**src/rtl/counter_pkg.sv**
```systemverilog
// Shared definitions for the command-driven counter sequencer.
// Holds the command opcode and FSM state encodings plus the default counter width.
package counter_pkg;

    localparam int unsigned WIDTH_DEFAULT = 3;

    typedef enum logic [1:0] {
        OP_LOAD  = 2'b00,
        OP_UP    = 2'b01,
        OP_DOWN  = 2'b10,
        OP_CLEAR = 2'b11
    } op_e;

    typedef enum logic {
        ST_IDLE = 1'b0,
        ST_RUN  = 1'b1
    } state_e;

endpackage

```
**src/rtl/counter_dp.sv**
```systemverilog
// WIDTH-bit counter register with clear, load and up/down step.
// Ports:
//   clk, reset  - clock, asynchronous active-low reset
//   clr         - synchronous clear to zero (highest priority)
//   ld, ld_val  - synchronous load of ld_val
//   en, dir     - step enable; dir=1 counts up, dir=0 counts down (modulo 2^WIDTH)
//   q           - registered counter value
//   wrap_next   - the step taken on the coming edge crosses the wrap point
module counter_dp
    import counter_pkg::*;
#(
    parameter int unsigned WIDTH = WIDTH_DEFAULT
) (
    input  logic             clk,
    input  logic             reset,
    input  logic             clr,
    input  logic             ld,
    input  logic [WIDTH-1:0] ld_val,
    input  logic             en,
    input  logic             dir,
    output logic [WIDTH-1:0] q,
    output logic             wrap_next
);

    // Only a real step can wrap; clear and load never do.
    assign wrap_next = en && !clr && !ld && (dir ? (q == '1) : (q == '0));

    always_ff @(posedge clk or negedge reset) begin
        if (!reset) begin
            q <= '0;
        end else if (clr) begin
            q <= '0;
        end else if (ld) begin
            q <= ld_val;
        end else if (en) begin
            q <= dir ? q + WIDTH'(1) : q - WIDTH'(1);
        end
    end

endmodule

```
**src/rtl/counter_seq_ctrl.sv**
```systemverilog
// Command sequencer in front of the counter datapath. Accepts one command at a time
// over valid/ready (LOAD, UP N, DOWN N, CLEAR), runs UP/DOWN as N single steps and
// reports completion (done) and roll-over (wrap) as registered one-cycle pulses.
// Ports:
//   clk, reset          - clock, asynchronous active-low reset
//   cmd_valid/cmd_ready - command handshake; ready only when idle and out of reset
//   cmd_op, cmd_arg     - opcode and LOAD value or step count
//   abort               - stop a running UP/DOWN without stepping or pulsing done
//   q                   - counter value
//   busy                - a sequence is running
//   done, wrap          - one-cycle completion and roll-over pulses
module counter_seq_ctrl
    import counter_pkg::*;
#(
    parameter int unsigned WIDTH = WIDTH_DEFAULT
) (
    input  logic             clk,
    input  logic             reset,
    input  logic             cmd_valid,
    output logic             cmd_ready,
    input  logic [1:0]       cmd_op,
    input  logic [WIDTH-1:0] cmd_arg,
    input  logic             abort,
    output logic [WIDTH-1:0] q,
    output logic             busy,
    output logic             done,
    output logic             wrap
);

    state_e           state_q, state_d;
    logic [WIDTH-1:0] remaining_q, remaining_d;
    logic             dir_q, dir_d;
    logic             done_d;
    logic             accept;
    logic             dp_clr, dp_ld, dp_en;
    logic             wrap_next;

    // Ready drops combinationally with reset so nothing is accepted while held in reset.
    assign cmd_ready = (state_q == ST_IDLE) && reset;
    assign busy      = (state_q == ST_RUN);
    assign accept    = cmd_valid && cmd_ready;

    always_comb begin
        state_d     = state_q;
        remaining_d = remaining_q;
        dir_d       = dir_q;
        done_d      = 1'b0;
        dp_clr      = 1'b0;
        dp_ld       = 1'b0;
        dp_en       = 1'b0;
        case (state_q)
            ST_IDLE: begin
                if (accept) begin
                    unique case (op_e'(cmd_op))
                        OP_LOAD: begin
                            dp_ld  = 1'b1;
                            done_d = 1'b1;
                        end
                        OP_CLEAR: begin
                            dp_clr = 1'b1;
                            done_d = 1'b1;
                        end
                        OP_UP, OP_DOWN: begin
                            if (cmd_arg == '0) begin
                                done_d = 1'b1;
                            end else begin
                                state_d     = ST_RUN;
                                remaining_d = cmd_arg;
                                dir_d       = (op_e'(cmd_op) == OP_UP);
                            end
                        end
                    endcase
                end
            end
            ST_RUN: begin
                // Abort takes precedence over the step, including the final one.
                if (abort) begin
                    state_d = ST_IDLE;
                end else begin
                    dp_en       = 1'b1;
                    remaining_d = remaining_q - WIDTH'(1);
                    if (remaining_q == WIDTH'(1)) begin
                        state_d = ST_IDLE;
                        done_d  = 1'b1;
                    end
                end
            end
            default: state_d = ST_IDLE;
        endcase
    end

    always_ff @(posedge clk or negedge reset) begin
        if (!reset) begin
            state_q     <= ST_IDLE;
            remaining_q <= '0;
            dir_q       <= 1'b0;
            done        <= 1'b0;
            wrap        <= 1'b0;
        end else begin
            state_q     <= state_d;
            remaining_q <= remaining_d;
            dir_q       <= dir_d;
            done        <= done_d;
            wrap        <= wrap_next;
        end
    end

    counter_dp #(
        .WIDTH (WIDTH)
    ) u_dp (
        .clk       (clk),
        .reset     (reset),
        .clr       (dp_clr),
        .ld        (dp_ld),
        .ld_val    (cmd_arg),
        .en        (dp_en),
        .dir       (dir_q),
        .q         (q),
        .wrap_next (wrap_next)
    );

endmodule

```
**config.mk**
```make
export PLATFORM = sky130hd
export DESIGN_NAME = counter_seq_ctrl
export DESIGN_NICKNAME = d
export VERILOG_FILES = /design/src/rtl/counter_pkg.sv /design/src/rtl/counter_dp.sv /design/src/rtl/counter_seq_ctrl.sv
export SDC_FILE = /design/constraint.sdc
export NUM_CORES = 1
export LEC_CHECK = 0
export ABC_AREA = 0
export BUFFER_PORTS_ARGS = -buffer_cell sky130_fd_sc_hd__buf_2
export CELL_PAD_IN_SITES_DETAIL_PLACEMENT = 1
export CELL_PAD_IN_SITES_GLOBAL_PLACEMENT = 1
export CORE_MARGIN = 10
export CORE_UTILIZATION = 35
export CTS_CLUSTER_DIAMETER = 100
export CTS_CLUSTER_SIZE = 10
export DETAILED_ROUTE_END_ITERATION = 8
export PLACE_DENSITY_LB_ADDON = 0.1
export SYNTH_ARGS = -nofsm -noshare
export SYNTH_HDL_FRONTEND = slang
export SYNTH_HIERARCHICAL = 1
export SYNTH_SLANG_ARGS = --single-unit
```
**constraint.sdc**
```tcl
create_clock -name clk -period 1.51 [get_ports clk]
set_input_delay 0.2265 -clock clk [delete_from_list [all_inputs] [get_ports clk]]
set_output_delay 0.2265 -clock clk [all_outputs]
set_load 0.03 [all_outputs]
```
==> flow_summary.json <==
{
  "status": "completed",
  "rsz0062_at_grt": "true",
  "yosysSeqAreaShare": 0.379,
  "wl_per_cell_um": 15.2,
  "grt_pass1_vias": 594,
  "rr_worst_depth": 4,
  "period_minus_slack_ns": 1.47,
  "required_ns": 1.66,
  "reg2reg_setup_slack_ns": 0.04,
  "clkPwrFrac": 0.159,
  "cp.arrival_ns": 1.62,
  "place.gp.congestion": 0.754,
  "yosys_warnings": 6,
  "clock-sinks": 10,
  "grt_use_total": 0.0879,
  "dieHeight_um": 63.4,
  "rows": 15,
  "synthXorXnorAreaFrac": 0.0398,
  "yosysTopAreaCell": "dfrtp_1",
  "grt.overflow.total": 0,
  "ys_types": 27,
  "r2r-end": "u_dp/q[2]$_DFFE_PN0P_",
  "via_per_inst": 4.75,
  "yosys-mux-area-fraction": 0.117,
  "fin_ws_ns": 0.0450,
  "critPathCaptureType": "flop",
  "p_sw_uw": 526,
  "cp_max_fo": 5,
  "cpPeakStageDelay_ns": 0.44,
  "h-tree-depth": 1,
  "r2r-start": "u_dp/q[1]$_DFFE_PN0P_",
  "ir_worst_vdd_mv": 0.637,
  "netlist_instances": 61,
  "fin_area_um2": 890,
  "core-area_um2": 1760,
  "maxSlewViolCount": 0,
  "layout_common_cells": "buf_2 (15), inv_1 (7), dfrtp_1 (7), buf_4 (7), ha_1 (5)",
  "cp-start-kind": "flop",
  "syn_area_um2": 661,
  "whs_ns": 0.303,
  "holdPathEnd": "u_dp/q[1]$_DFFE_PN0P_",
  "first_pass_iters": 4,
  "hold_class": "in2reg",
  "slew_headroom": 0.842,
  "synth-seq-cells": 10,
  "synth_top_family_by_area": "simple AND/OR/NAND/NOR gates",
  "layout.nets": 105,
  "power.share.sequential": 0.357,
  "hp-start": "cmd_arg[1]",
  "synthTopCellsByArea": "dfrtp_1 (38%), ha_1 (9.5%), mux2i_1 (6.1%), inv_1 (4.5%), mux2_2 (3.4%)",
  "drive_gt1_frac": 0.438,
  "clk_latency_ns": 0.26,
  "grt_max_degree": 11,
  "synth_compound_area_frac": 0.142,
  "critPathSlowestCell": "dfrtp_2",
  "port-buffer-count": 15,
  "setup_violations": 0,
  "wirelength_um": 1730,
  "pwr-share-comb": 0.484,
  "cts.clk_slew.worst_paths_ns": 0.07,
  "cts_tree": "done",
  "final.period_utilization": 0.970,
  "antenna_cells": 0,
  "initialDrtViolationCount": 13,
  "hpwl_um": 1420,
  "drc": 0,
  "worstSetupPathType": "reg2reg",
  "leakage_uw": 0.000446,
  "cts_buffer_depth": 2,
  "syn_avg_cell_area_um2": 10.8,
  "yosys.area_share.simple": 0.152,
  "hold_depth": 3,
  "place_ws_ns": 0.00841,
  "root_buffer": "clkbuf_4",
  "ios": 16,
  "dieArea_um2": 4030,
  "final_common_cell": "buf_2",
  "synth_top_area_frac": 0.379,
  "via_count": 542,
  "grt_pass1_wl_um": 2880,
  "powerDensity_nw_per_um2": 1430,
  "synth_fp_nets": 76,
  "synth_adder_area_share": 0.125,
  "clock_skew_ns": 0.00141,
  "antenna_found_initial": 0,
  "crit_chain": "fa_2 > xor2_1 > o21a_1 > o31a_1",
  "cts_made_buffers": 3,
  "initial_core_util": 0.374,
  "hold_viol": 0,
  "tightest_slew_ns": 0.234,
  "max_freq_ghz": 0.683,
  "p_int_uw": 747,
  "drv_cap": 0,
  "syn_to_final_growth_pct": 34.7,
  "placed_cell_area_um2": 811,
  "chipWidth_um": 63.4,
  "ant_nets": 0,
  "power.share.switching": 0.413
}
state kept, by name, indices dropped and copies added (netlist names):
| signal | flops |
|---|---|
| busy | 1 |
| done | 1 |
| remaining_q | 3 |
| u_dp/q | 3 |
| wrap | 1 |
| dir_q | 1 |
layout make-up:
class	instances	area (um^2)
Timing Repair Buffer	24	148
Multi-Input combinational cell	43	400
Inverter	8	30.0
Tap cell	25	31.3
Fill cell	226	875
Sequential cell	10	254
Clock buffer	4	26.3
repair_timing:
item                                    CTS  global route
pin swaps                                 1             0
resized for setup                         0             4
hold buffers                              2             0
endpoints found under the setup margin    1             4
cloned                                    0             0
buffers inserted                          0             2
hold endpoints to repair                 10             0
power by group through the flow:
| stage | clock [uW] | sequential (uW) | combinational (uW) |
|---|---|---|---|
| final | 202 | 455 | 616 |
| after global routing | 224 | 474 | 689 |
| after CTS | 205 | 457 | 602 |
| after detailed placement | 0 | 463 | 596 |
| after global placement | 0 | 460 | 580 |
| after floorplan | 0 | 546 | 309 |
cells in the mapped netlist, drive strengths merged:
cell type and count:
o31ai 1, a21oi 2, and2b 1, nand2b 2, o21a 1, o31a 1
xnor2 1, o21ai 4, mux2i 4, mux2 3, dfrtp 10, nand2 2
a21o 1, nand3 1, inv 8, nor3 1, ha 5, fa 1
nand4 1, nand3b 1, nor2 4, or4 1, xor2 2, a2111oi 1
and3 2
routing by layer:
layer / routed length (um) / vias up / part of all wire / global-route usage
met4: 10 / 0 / 0.0058 / 0.0164
met5: 0 / - / 0 / 0
li1: - / 267 / - / -
met1: 855 / 258 / 0.49 / 0.113
met3: 123 / 2 / 0.071 / 0.0442
met2: 742 / 15 / 0.43 / 0.128
worst max path at each step:
stage                           from               endpoint  slack (ns)  depth (start not counted)
6_report       u_dp/q[1]$_DFFE_PN0P_  u_dp/q[2]$_DFFE_PN0P_        0.04                          4
5_1_grt        u_dp/q[1]$_DFFE_PN0P_  u_dp/q[2]$_DFFE_PN0P_       -0.01                          4
4_1_cts               busy$_DFF_PN0_  u_dp/q[0]$_DFFE_PN0P_        0.02                          4
3_5_place_dp   u_dp/q[0]$_DFFE_PN0P_         wrap$_DFF_PN0_       0.008                          2
3_3_place_gp   u_dp/q[1]$_DFFE_PN0P_  u_dp/q[2]$_DFFE_PN0P_        0.05                          4
2_1_floorplan         busy$_DFF_PN0_  u_dp/q[2]$_DFFE_PN0P_       0.002                          3
stage by stage:
| stage | power (uW) | TNS [ns] | cells | util |
|---|---|---|---|---|
| after floorplan | 855 | 0 | 61 | - |
| after global placement | 1040 | 0 | 106 | 0.460 |
| after detailed placement | 1060 | 0 | 106 | 0.460 |
| after CTS | 1260 | 0 | 112 | 0.486 |
| after global routing | 1390 | -0.0244 | 114 | 0.504 |
| final | 1270 | 0 | 114 | 0.504 |
cells by family (layout without fill, tap and decap cells):
family | count (synthesis) | in the layout
xor gates and xnor gates | 3 | 3
adders and majority gates | 6 | 6
and+or+nand+nor | 16 | 16
AOI/OAI and AO/OA | 11 | 11
muxes | 7 | 7
DFF | 10 | 10
buffers and inverters | 8 | 36
critical path: cells and delay by family, from the launching register on:
kind	cells	cell delay, ns
adders and majority gates	1	0.36
DFF	1	0.44
xor gates and xnor gates	1	0.16
AOI/OAI and AO/OA	2	0.40
Note: power is estimated with default switching activity, not from simulation.
